[src/rtl/fb_inst_enc_pkg.sv]
// Shared constants for the RV32I instruction encoder: format codes, field widths
// and the immediate sign-extension helper used by the optional range check.
package fb_inst_enc_pkg;

  localparam int FB_32BITS = 32;
  localparam int FB_OPC_W  = 7;
  localparam int FB_REG_W  = 5;
  localparam int FB_F3_W   = 3;
  localparam int FB_F7_W   = 7;
  localparam int FB_FMT_W  = 3;

  typedef enum logic [FB_FMT_W-1:0] {
    FB_FMT_R = 3'd0,
    FB_FMT_I = 3'd1,
    FB_FMT_S = 3'd2,
    FB_FMT_B = 3'd3,
    FB_FMT_U = 3'd4,
    FB_FMT_J = 3'd5
  } fb_fmt_e;

  // True when bits [31:msb] of v are all equal, i.e. v is the sign extension of v[msb:0].
  function automatic logic fb_sext_ok(input logic [FB_32BITS-1:0] v, input int unsigned msb);
    logic [FB_32BITS-1:0] m;
    m = {FB_32BITS{1'b1}} << msb;
    return ((v & m) == m) || ((v & m) == '0);
  endfunction

endpackage

[src/rtl/fb_inst_pack.sv]
// Combinational field packer: decoded fields + 32-bit immediate -> instruction word.
// Immediate range checking is compiled in only when FB_ENC_RANGE_CHECK_EN is defined.
module fb_inst_pack
  import fb_inst_enc_pkg::*;
(
  input  logic [FB_FMT_W-1:0]  i_fmt,
  input  logic [FB_OPC_W-1:0]  i_opcode,
  input  logic [FB_REG_W-1:0]  i_rd,
  input  logic [FB_REG_W-1:0]  i_rs1,
  input  logic [FB_REG_W-1:0]  i_rs2,
  input  logic [FB_F3_W-1:0]   i_funct3,
  input  logic [FB_F7_W-1:0]   i_funct7,
  input  logic [FB_32BITS-1:0] i_imm,
  output logic [FB_32BITS-1:0] o_inst,
  output logic                 o_err
);

  logic w_rng_err;

  always_comb begin
    o_inst    = '0;
    o_err     = 1'b0;
    w_rng_err = 1'b0;
    case (i_fmt)
      FB_FMT_R: o_inst = {i_funct7, i_rs2, i_rs1, i_funct3, i_rd, i_opcode};
      FB_FMT_I: begin
        o_inst    = {i_imm[11:0], i_rs1, i_funct3, i_rd, i_opcode};
        w_rng_err = !fb_sext_ok(i_imm, 11);
      end
      FB_FMT_S: begin
        o_inst    = {i_imm[11:5], i_rs2, i_rs1, i_funct3, i_imm[4:0], i_opcode};
        w_rng_err = !fb_sext_ok(i_imm, 11);
      end
      FB_FMT_B: begin
        o_inst    = {i_imm[12], i_imm[10:5], i_rs2, i_rs1, i_funct3, i_imm[4:1], i_imm[11], i_opcode};
        w_rng_err = i_imm[0] || !fb_sext_ok(i_imm, 12);
      end
      FB_FMT_U: begin
        o_inst    = {i_imm[31:12], i_rd, i_opcode};
        w_rng_err = |i_imm[11:0];
      end
      FB_FMT_J: begin
        o_inst    = {i_imm[20], i_imm[10:1], i_imm[11], i_imm[19:12], i_rd, i_opcode};
        w_rng_err = i_imm[0] || !fb_sext_ok(i_imm, 20);
      end
      default: o_err = 1'b1;  // illegal format: word forced to zero
    endcase
`ifdef FB_ENC_RANGE_CHECK_EN
    o_err = o_err | w_rng_err;
`endif
  end

endmodule

[src/rtl/fb_inst_enc.sv]
// Instruction encoder top: valid/ready input, main + skid output registers, and a
// saturating error counter. Optional immediate range check via FB_ENC_RANGE_CHECK_EN.
module fb_inst_enc
  import fb_inst_enc_pkg::*;
#(
  parameter int ERR_CNT_W = 8
) (
  input  logic                 clk,
  input  logic                 rst,
  input  logic                 in_valid,
  output logic                 in_ready,
  input  logic [FB_FMT_W-1:0]  in_fmt,
  input  logic [FB_OPC_W-1:0]  in_opcode,
  input  logic [FB_REG_W-1:0]  in_rd,
  input  logic [FB_REG_W-1:0]  in_rs1,
  input  logic [FB_REG_W-1:0]  in_rs2,
  input  logic [FB_F3_W-1:0]   in_funct3,
  input  logic [FB_F7_W-1:0]   in_funct7,
  input  logic [FB_32BITS-1:0] in_imm,
  output logic                 out_valid,
  input  logic                 out_ready,
  output logic [FB_32BITS-1:0] out_inst,
  output logic                 out_err,
  output logic [ERR_CNT_W-1:0] err_cnt
);

  logic [FB_32BITS-1:0] w_inst;
  logic                 w_err;
  logic                 w_in_xfer, w_out_xfer, w_s_vld_nxt;

  logic                 r_m_vld, r_m_err, r_s_vld, r_s_err, r_in_rdy;
  logic [FB_32BITS-1:0] r_m_inst, r_s_inst;
  logic [ERR_CNT_W-1:0] r_err_cnt;

  fb_inst_pack u_pack (
    .i_fmt    (in_fmt),
    .i_opcode (in_opcode),
    .i_rd     (in_rd),
    .i_rs1    (in_rs1),
    .i_rs2    (in_rs2),
    .i_funct3 (in_funct3),
    .i_funct7 (in_funct7),
    .i_imm    (in_imm),
    .o_inst   (w_inst),
    .o_err    (w_err)
  );

  assign w_in_xfer  = in_valid && r_in_rdy;
  assign w_out_xfer = r_m_vld && out_ready;

  // S only fills when M is occupied and not draining; it drains whenever M transfers.
  always_comb begin
    w_s_vld_nxt = r_s_vld;
    if (w_out_xfer && r_s_vld)                       w_s_vld_nxt = 1'b0;
    else if (w_in_xfer && r_m_vld && !w_out_xfer)    w_s_vld_nxt = 1'b1;
  end

  always_ff @(posedge clk) begin
    if (rst) begin
      r_m_vld   <= 1'b0;
      r_m_inst  <= '0;
      r_m_err   <= 1'b0;
      r_s_vld   <= 1'b0;
      r_s_inst  <= '0;
      r_s_err   <= 1'b0;
      r_in_rdy  <= 1'b1;
      r_err_cnt <= '0;
    end else begin
      r_s_vld  <= w_s_vld_nxt;
      r_in_rdy <= !w_s_vld_nxt;
      if (w_out_xfer) begin
        if (r_s_vld) begin
          r_m_inst <= r_s_inst;
          r_m_err  <= r_s_err;
        end else begin
          r_m_vld  <= 1'b0;
        end
      end
      if (w_in_xfer) begin
        if (!r_m_vld || w_out_xfer) begin
          r_m_vld  <= 1'b1;
          r_m_inst <= w_inst;
          r_m_err  <= w_err;
        end else begin
          r_s_inst <= w_inst;
          r_s_err  <= w_err;
        end
        if (w_err && (r_err_cnt != {ERR_CNT_W{1'b1}}))
          r_err_cnt <= r_err_cnt + 1'b1;
      end
    end
  end

  assign in_ready  = r_in_rdy;
  assign out_valid = r_m_vld;
  assign out_inst  = r_m_inst;
  assign out_err   = r_m_err;
  assign err_cnt   = r_err_cnt;

endmodule

[config.mk]
export PLATFORM = sky130hd
export DESIGN_NAME = fb_inst_enc
export DESIGN_NICKNAME = d
export VERILOG_FILES = /design/src/rtl/fb_inst_enc_pkg.sv /design/src/rtl/fb_inst_pack.sv /design/src/rtl/fb_inst_enc.sv
export SDC_FILE = /design/constraint.sdc
export NUM_CORES = 1
export LEC_CHECK = 0
export CORE_AREA = 2 2 90 110
export DETAILED_ROUTE_END_ITERATION = 16
export DIE_AREA = 0 0 92 112
export PLACE_DENSITY = 0.67
export SLEW_MARGIN = 10
export SYNTH_ARGS = -nofsm -noshare
export SYNTH_HDL_FRONTEND = slang
export SYNTH_HIERARCHICAL = 1
export SYNTH_SLANG_ARGS = --single-unit
[constraint.sdc]
create_clock -name clk -period 2.1 [get_ports clk]
set_input_delay 0.42 -clock clk [delete_from_list [all_inputs] [get_ports clk]]
set_output_delay 0.42 -clock clk [all_outputs]
set_load 0.05 [all_outputs]
==> metrics.txt, run 1 <==
status=finished, final reports clean; die area=between 10000 and 15000 sq um; Vias/cell=roughly 5.1; htree depth=3; Syn Nets=a little over 500; RSZ-0062 raised after global routing=no; Tcrit/Tclk final=0.963; Mean Syn Cell Area=roughly 8.3 sq um; GRT met3 Usage=0.0325; Final Setup Violations=0; power density cells=750 nW/um^2; post-synth cell types=40; share of cells above drive strength 1=0.0975; Yosys reg bits=slightly below 80; Die Y=approximately 110 um; Yosys warnings=6; Clk pin slew, worst setup/hold paths=60 ps; min Tclk post-route=roughly 2000 ps; CP startpoint kind=register; worst-case clock skew=between 6 and 7 ps; worst endpoint data arrival time=approximately 1600 ps; Initial Utilization=0.390; P&R area growth vs syn=46.4%; die width=around 90 um; CP max stage cell=clkdlybuf4s50_1; DRC=0; max-slew violation count=0; Multi-input gate area=1890 sq um; Mapped Cells=434; Leakage=~0.0022 uW; Root Buffer=clkbuf_16; Mapped Area=about 3600 sq um; Placeable Area=9270 sq um; Post-Route WL=~10 mm; CP Max Fanout=6; Vias=between 3000 and 4000; reg-to-reg setup timing slack=roughly 450 ps; buffers and inverters on the worst path=1; Total GRT Usage=0.201; # Post-CTS Setup Buffers=0; clock latency on the worst-skew pair=about 320 ps; port bufs=around 110; hpwl dp=about 7.2 mm; Hold Violations, Final=0; Max Cap Viol=0; Least-Margin Pin Slew=about 570 ps; grt ovf=0; critical path cell sequence=clkdlybuf4s50_1; Largest stage delay, worst path=840 ps; Top delay family on crit path=buffers and inverters; Fillers=~850; post-route ant nets=0; Nets=about 620; clock sinks=77; final hold slack=between 400 and 500 ps; Post-CTS Resized=0; global-route layer with the greatest usage=met2; # diodes=0; initial antenna violation count=0; routed length per instance=around 15 um; Worst slew margin=0.619; Critical Path End Type=primary output; Worst IR Drop VDD=between 400 and 500 uV; GPL Wtd Cong=~0.8; CTS max path bufs=2; Final Util=0.571; Seq/Total Area, Yosys=0.426; GRT met1 Usage=0.248; first-pass GRT wire length=16.7 mm; # rows=39; CTS tree=built; vias in the first global route=~3400; required time of the critical path=about 1700 ps; CTS buffer count=9; hold_buf cts=0; Max Clock Freq=between 0.4 and 0.5 GHz; HP Class=register to register; pin count of the biggest net entering global routing=55; Setup Crit Path Kind=register to primary output; met2 Use GR=0.343; drt first pass iters=4; num ports=between 100 and 150; register area=1540 sq um; Iter 0 DRT Violations=141
==> cell type report <==
cell class	count	area share
Clock inverter	6	0.0128
Clock buffer	10	0.0451
Multi-Input combinational cell	311	0.357
Inverter	13	0.00922
Tap cell	123	0.0291
Timing Repair Buffer	137	0.256
Sequential cell	77	0.291
==> state kept, by name, summed over array words and instances, names as in the netlist <==
signal,count
r_s_inst,32
r_s_vld,1
in_ready,1
r_s_err,1
out_inst,32
out_err,1
err_cnt,8
out_valid,1
==> synthesized netlist by cell type <==
cell       number  area, sq um
buf_2          16         80.1
nor2_1         42          158
nand2b_1        1         6.26
mux2i_1        36          360
nor2b_2         1         8.76
mux2_2          2         22.5
and3_1          1         6.26
a21oi_1        38          190
o21ai_0        11         55.1
nor2b_1         1         6.26
o22ai_1         6         37.5
or3_1           1         6.26
inv_1          13         48.8
a22oi_1        17          128
a22o_1          5         43.8
nor4b_1         1         8.76
a21o_4          1         15.0
and3_4          1         11.3
or2_2           1         6.26
a2111oi_1       1         10.0
clkbuf_1       12         45.0
nand3_1         4         20.0
o311a_1         1         10.0
o2bb2ai_1       5         43.8
or3_2           1         7.51
or4_1           2         15.0
mux2_4          1         15.0
and4_4          1         11.3
a211oi_1       34          255
and2_1          7         43.8
nand2_1        79          297
nor3_1          1         5.00
xnor2_1         3         26.3
buf_1           4         15.0
xor2_1          1         8.76
dfxtp_1        77         1540
ha_1            1         12.5
o31ai_1         2         15.0
buf_6           1         11.3
nand3_2         1         10.0
==> kinds of logic (layout without fill, tap and decap cells) <==
| family | Yosys count | after routing | synth area share |
|---|---|---|---|
| xor gates and xnor gates | 4 | 4 | 0.00969 |
| DFF | 77 | 77 | 0.426 |
| muxes | 39 | 39 | 0.110 |
| and+or+nand+nor | 146 | 146 | 0.173 |
| adders and majority gates | 1 | 1 | 0.00346 |
| AOI/OAI and AO/OA | 121 | 121 | 0.222 |
| buffers and inverters | 46 | 166 | 0.0553 |
==> report_power, final <==
group / switching [uW] / leakage [uW] / total [uW] / internal [uW]
Sequential: 41.5 / 0.000629 / 1580 / 1530
Combinational: 467 / 0.00138 / 825 / 358
Clock: 612 / 0.000145 / 1570 / 959
==> cell usage in the layout, fill, tap and decap left out, types with 13 or more instances in the layout <==
master / Yosys / final
a211oi_1: 34 / 34
a21oi_1: 38 / 38
a22oi_1: 17 / 17
buf_4: 0 / 20
clkdlybuf4s50_1: 0 / 112
dfxtp_1: 77 / 77
inv_1: 13 / 13
mux2i_1: 36 / 36
nand2_1: 79 / 79
nor2_1: 42 / 41
==> final timing paths <==
path / startpoint / end / depth (start not counted)
worst max-delay path: err_cnt[3]$_SDFFE_PP0P_ / err_cnt[3] / 1
worst max register to register: err_cnt[0]$_SDFFE_PP0P_ / err_cnt[5]$_SDFFE_PP0P_ / 5
worst min register to register: r_s_inst[22]$_SDFFE_PP0P_ / r_s_inst[22]$_SDFFE_PP0P_ / 2
worst min-delay path: r_s_inst[22]$_SDFFE_PP0P_ / r_s_inst[22]$_SDFFE_PP0P_ / 2
==> per-layer routing <==
layer | up-vias | wire length (um)
li1 | 1759 | -
met1 | 1627 | 4420
met2 | 79 | 5070
met3 | 17 | 409
met4 | 0 | 287
met5 | - | 0
==> stage by stage <==
step	instances	setup slack (ps)	total power [uW]	instance area [sq um]	TNS, ps
floorplan	434	238	2070	3620	0
global placement	661	-85.3	2420	4990	-85.3
detailed placement	661	-87.7	2430	4990	-175
CTS	677	70.1	4010	5300	0
global route	677	42.5	4140	5300	0
finish	677	77.1	3970	5300	0
No activity file was read; power rests on OpenSTA's default activity.
==> inputs of run 2 (changes only) <==
Settings changed: SLEW_MARGIN 10 to 20.
==> results of run 2 <==
Same layout as run 1: the final DEF is identical, and so are final timing and power.
